`src/rtl/pkg_en.sv`:
```
// Shared token definitions for the ALU pipeline: forward/backward token
// structs and the operand-pair stage state encoding.
package pkg_en;

  localparam int WIDTH_DATA = 32;

  typedef struct packed {
    logic                  v;
    logic                  a;
    logic                  c;
    logic                  r;
    logic [WIDTH_DATA-1:0] d;
  } FTk_t;

  typedef struct packed {
    logic v;
    logic n;
    logic t;
    logic c;
  } BTk_t;

  typedef enum logic [1:0] {
    PAIR_RUN,
    PAIR_FLUSH,
    PAIR_DONE
  } pair_fsm_t;

endpackage

```
`src/rtl/alu_operand_pair_tk_fifo.sv`:
```
// Small token FIFO: registered storage, combinational head read.
// The caller guarantees no push when full (unless popping) and no pop when empty.
module tk_fifo
  import pkg_en::*;
#(
  parameter int  DEPTH = 4,
  parameter type T     = FTk_t,
  localparam int WIDTH_DEPTH = $clog2(DEPTH)
) (
  input  logic                 clock,
  input  logic                 reset,
  input  logic                 push,
  input  T                     pushData,
  input  logic                 pop,
  output T                     head,
  output logic [WIDTH_DEPTH:0] count,
  output logic                 full,
  output logic                 empty
);

  T                       mem [DEPTH];
  logic [WIDTH_DEPTH-1:0] wrPtr;
  logic [WIDTH_DEPTH-1:0] rdPtr;

  // Pointers wrap naturally because DEPTH is a power of two.
  always_ff @(posedge clock or negedge reset) begin
    if (!reset) begin
      wrPtr <= '0;
      rdPtr <= '0;
      count <= '0;
      for (int i = 0; i < DEPTH; i++) mem[i] <= '0;
    end else begin
      if (push) begin
        mem[wrPtr] <= pushData;
        wrPtr      <= wrPtr + 1'b1;
      end
      if (pop) rdPtr <= rdPtr + 1'b1;
      case ({push, pop})
        2'b10:   count <= count + 1'b1;
        2'b01:   count <= count - 1'b1;
        default: count <= count;
      endcase
    end
  end

  always_comb begin
    head  = mem[rdPtr];
    full  = (count == (WIDTH_DEPTH+1)'(DEPTH));
    empty = (count == '0);
  end

endmodule

```
`src/rtl/alu_operand_pair.sv`:
```
// Operand staging ahead of the add/sub ALU: buffers A and B token streams,
// issues them as a pair, and runs the term/flush handshake back upstream.
module alu_operand_pair
  import pkg_en::*;
#(
  parameter int DEPTH       = 4,
  parameter int WIDTH_DEPTH = $clog2(DEPTH)
) (
  input  logic clock,
  input  logic reset,
  input  logic I_En,
  input  FTk_t I_FTkA,
  output BTk_t O_BTkA,
  input  FTk_t I_FTkB,
  output BTk_t O_BTkB,
  output FTk_t O_OperandA,
  output FTk_t O_OperandB,
  input  BTk_t I_BTk,
  output logic O_Empty
);

  // Handshake: a token is taken when I_FTkX.v=1 and the FIFO has room; the
  // producer must stop within one cycle of O_BTkX.n rising. A pair is consumed
  // by the ALU in every cycle O_OperandA.v=O_OperandB.v=1 (already qualified by I_BTk.n).

  localparam logic [WIDTH_DEPTH:0] NEAR_FULL = (WIDTH_DEPTH+1)'(DEPTH - 1);

  pair_fsm_t              state;
  FTk_t                   headA, headB;
  logic [WIDTH_DEPTH:0]   countA, countB, nextCntA, nextCntB;
  logic                   fullA, fullB, emptyA, emptyB;
  logic                   pushA, pushB, popA, popB;
  logic                   fire, flushing;
  logic                   nackA, nackB;

  always_comb begin
    flushing = (state == PAIR_FLUSH);
    fire     = I_En & headA.v & headB.v & ~emptyA & ~emptyB & ~I_BTk.n
             & (state == PAIR_RUN);
    popA     = fire | (flushing & ~emptyA);
    popB     = fire | (flushing & ~emptyB);
    // A pop frees the slot in the same cycle, so a full FIFO can still accept.
    pushA    = I_FTkA.v & ~flushing & (~fullA | popA);
    pushB    = I_FTkB.v & ~flushing & (~fullB | popB);
    nextCntA = countA + (WIDTH_DEPTH+1)'(pushA) - (WIDTH_DEPTH+1)'(popA);
    nextCntB = countB + (WIDTH_DEPTH+1)'(pushB) - (WIDTH_DEPTH+1)'(popB);
  end

  tk_fifo #(.DEPTH(DEPTH), .T(FTk_t)) u_fifoA (
    .clock(clock), .reset(reset), .push(pushA), .pushData(I_FTkA), .pop(popA),
    .head(headA), .count(countA), .full(fullA), .empty(emptyA)
  );

  tk_fifo #(.DEPTH(DEPTH), .T(FTk_t)) u_fifoB (
    .clock(clock), .reset(reset), .push(pushB), .pushData(I_FTkB), .pop(popB),
    .head(headB), .count(countB), .full(fullB), .empty(emptyB)
  );

  // Nack is loaded from the next count so it reflects the current occupancy
  // one entry before full.
  always_ff @(posedge clock or negedge reset) begin
    if (!reset) begin
      state <= PAIR_RUN;
      nackA <= 1'b0;
      nackB <= 1'b0;
    end else begin
      nackA <= (nextCntA >= NEAR_FULL);
      nackB <= (nextCntB >= NEAR_FULL);
      case (state)
        PAIR_RUN:   if (I_BTk.t) state <= PAIR_FLUSH;
        PAIR_FLUSH: if (nextCntA == '0 && nextCntB == '0) state <= PAIR_DONE;
        PAIR_DONE:  state <= PAIR_RUN;
        default:    state <= PAIR_RUN;
      endcase
    end
  end

  always_comb begin
    O_OperandA   = headA;
    O_OperandA.v = fire;
    O_OperandB   = headB;
    O_OperandB.v = fire;

    O_BTkA   = '0;
    O_BTkA.v = I_BTk.v;
    O_BTkA.c = I_BTk.c;
    O_BTkA.n = nackA | flushing;
    O_BTkA.t = (state == PAIR_DONE);

    O_BTkB   = '0;
    O_BTkB.v = I_BTk.v;
    O_BTkB.c = I_BTk.c;
    O_BTkB.n = nackB | flushing;
    O_BTkB.t = (state == PAIR_DONE);

    O_Empty = emptyA & emptyB & (state == PAIR_RUN);
  end

endmodule
```
`config.mk`:
```
export PLATFORM = sky130hd
export DESIGN_NAME = alu_operand_pair
export DESIGN_NICKNAME = d
export VERILOG_FILES = /design/src/rtl/pkg_en.sv /design/src/rtl/alu_operand_pair_tk_fifo.sv /design/src/rtl/alu_operand_pair.sv
export SDC_FILE = /design/constraint.sdc
export NUM_CORES = 1
export LEC_CHECK = 0
export BUFFER_PORTS_ARGS = -buffer_cell sky130_fd_sc_hd__buf_2
export CORE_MARGIN = 10
export CORE_UTILIZATION = 45
export DETAILED_ROUTE_END_ITERATION = 6
export PLACE_DENSITY = 0.68
export SYNTH_ARGS = -nofsm -noshare
export SYNTH_HDL_FRONTEND = slang
export SYNTH_SLANG_ARGS = --single-unit
export TNS_END_PERCENT = 1
```
`constraint.sdc`:
```
create_clock -name clock -period 6.7 [get_ports clock]
set_input_delay 0.67 -clock clock [delete_from_list [all_inputs] [get_ports clock]]
set_output_delay 0.67 -clock clock [all_outputs]
set_load 0.02 [all_outputs]
```
==> flow_metrics.tcl <==
set metrics [dict create \
    grt_pass1_vias 8726 \
    hpwl_mm 18.1 \
    cts_resized 0 \
    finClkSkew_ns 0.0108 \
    dpl.cell_count 1367 \
    gp_congestion 0.779 \
    placed_cell_area_um2 15000 \
    layout.cells.non_filler 1433 \
    h-tree-depth 2 \
    drt-initial-drc-count 308 \
    synth_fp_nets 959 \
    worstPathArrival_ns 4.86 \
    nets 1106 \
    multi_input_area_um2 5900 \
    cts_root_buf "clkbuf_16" \
    setup_ws_ns 2.22 \
    async_flop_share_pct 100 \
    end_kind "register" \
    antenna_found_initial 4 \
    die_y_um 196 \
    final_common_cell "dfrtp_1" \
    post-route-period-util_pct 66.9 \
    detail-route-antenna-nets 0 \
    maxSlewViolCount 0 \
    grt_max_degree 169 \
    design_area_um2 16200 \
    drtPass1Iterations 4 \
    synth.distinct_cells 40 \
    fp.dieW_um 196 \
    critPathMaxFanout 37 \
    critPathKind "register to register" \
    relSlewSlack_pct 20.2 \
    clockBufferDepth 3 \
    design.portCount 160 \
    cp.required_ns 7.08 \
    regArea_um2 7660 \
    whs_ns 0.141 \
    grt_first_pass_wirelength_mm 47.6 \
    synth_ff_type "dfrtp_1" \
    drv_cap 0 \
    viasPerCell 5.47 \
    fin_tns_setup_ns 0 \
    grtUsageTotal_pct 15.1 \
    area_growth_pct 15.9 \
    drive_gt1_share_pct 53.5 \
    status "complete, no violations" \
    ir_drop_mv 0.240 \
    yosysWarnings 0 \
    worstSkewPairLatency_ns 0.50 \
    syn_inst 862 \
    leakage_nw 7.80 \
    finalSetupViolations 0 \
    cts_sinks 306 \
    cts_setup_buffers 0 \
    ys_seq_elements 306 \
    synth_area_um2 14000 \
    overflow 0 \
    die_area_um2 38600 \
    syn_avg_cell_area_um2 16.2 \
    cts_buffers 36 \
    floorplan.initialDensity_pct 45.6 \
    port_buffers 153 \
    synth_edf_count 0 \
    vias 7833 \
    wl_per_cell_um 20.2 \
    post_cts_hold_buffer_count 0 \
    powerDensity_nw_per_um2 475 \
    hold_path_class "input pin to asynchronous set/reset pin" \
    place_ws_ns 2.26 \
    fmax_mhz 223 \
    cts_tree "yes" \
    clk_pin_slew_worst_paths_ns 0.06 \
    drc 0 \
    period_minus_slack_ns 4.48 \
    coreArea_um2 30700 \
    core.rowCount 64 \
    rsz0062_at_grt "false" \
    yosysSeqAreaShare_pct 54.7 \
    nFillCells 2579 \
    route.final.wire_length_mm 28.9 \
    final_cell_mix "dfrtp_1, mux2_2, buf_2" \
    worstMarginPinSlew_ns 1.19 \
    start_kind "register" \
    finalHoldViolations 0 \
]
[synthesized netlist by cell type (5+ instances only)]
cell type,n,share of area [%]
nand2b_1,8,0.36
buf_1,8,0.21
buf_6,15,1.2
ha_1,14,1.3
nand4_1,11,0.49
xor2_1,10,0.63
buf_4,17,0.91
nor4b_1,5,0.31
o21ai_0,6,0.21
mux2_1,40,3.2
mux2_2,242,19
nand2_1,12,0.32
nor2_1,8,0.21
buf_2,6,0.21
clkbuf_1,10,0.27
dfrtp_1,306,55
mux4_2,72,12
a41oi_4,5,0.98
inv_1,17,0.46
[path summary, 6_finish.rpt]
check / startpoint / endpoint / slack [ns] / cells after the start
max in group asynchronous: reset / u_fifoB.mem[132]$_DFFE_PN0P_ / 5.21 / 2
min: reset / u_fifoA.mem[6]$_DFFE_PN0P_ / 0.14 / 1
min reg2reg: u_fifoB.mem[71]$_DFFE_PN0P_ / u_fifoB.mem[71]$_DFFE_PN0P_ / 0.47 / 1
max reg2reg: u_fifoB.rdPtr[1]$_DFFE_PN0P_ / state[0]$_DFFE_PN0P_ / 2.22 / 10
max: u_fifoB.rdPtr[1]$_DFFE_PN0P_ / state[0]$_DFFE_PN0P_ / 2.22 / 10
min in group clock: I_FTkB[17] / u_fifoB.mem[17]$_DFFE_PN0P_ / 0.43 / 2
[layer usage]
metal | vias to the layer above | track usage (%) | share of wire [%]
li1 | 3513 | - | -
met1 | 4108 | 19.4 | 44
met2 | 159 | 24.2 | 48
met3 | 47 | 4.84 | 7.1
met4 | 6 | 3.76 | 1.6
met5 | - | 0 | 0.16
[metrics by stage]
| stage | utilization [%] | total power, mW |
|---|---|---|
| after floorplan | - | 5.02 |
| after global placement | 48.9 | 5.73 |
| after detailed placement | 48.9 | 5.81 |
| after CTS | 52.9 | 7.83 |
| after global routing | 52.9 | 8.20 |
| final | 52.9 | 7.70 |
[power by group]
part | switching, mW | total, mW | internal, mW
clock | 0.753 | 1.97 | 1.22
combinational | 1.31 | 2.71 | 1.40
sequential | 0.463 | 3.02 | 2.55
total | 2.53 | 7.70 | 5.17
[sequential cells by signal, summed over array words and instances, names as in the netlist]
| name | flops |
|---|---|
| nackB | 1 |
| state | 2 |
| u_fifoA.rdPtr | 2 |
| u_fifoB.wrPtr | 2 |
| u_fifoB.count | 3 |
| nackA | 1 |
| u_fifoA.mem | 144 |
| u_fifoA.wrPtr | 2 |
| u_fifoA.count | 3 |
| u_fifoB.rdPtr | 2 |
| u_fifoB.mem | 144 |
[area by class of cell]
class,count,share of cell area (%)
clock buffer,49,6.48
timing repair buffer,165,5.41
inverter,17,0.393
clock inverter,15,1.02
tap,396,3.05
sequential,306,47.2
multi-input combinational,483,36.4
antenna,2,0.0308
[worst max-delay path, stage by stage, from the launching register on]
cell	delay, ns
dfrtp_2	1.02
mux4_2	0.39
nand4_1	0.53
o21ai_0	0.63
ha_1	0.33
inv_1	0.06
ha_1	0.15
fa_1	0.43
or4_1	0.54
nor3_1	0.17
a211oi_1	0.10
[logic make-up (layout without fill, tap and decap cells)]
kind of cell,Yosys count,after routing,share of synthesized area (%)
compound gates,24,24,1.96
simple gates,70,70,2.87
other cells,0,2,0
fa+ha+maj,18,18,1.82
xor+xnor,14,14,0.876
flops,306,306,54.7
mux,357,357,34.5
buf+inv,73,246,3.27
Note: power is estimated with default switching activity, not from simulation.
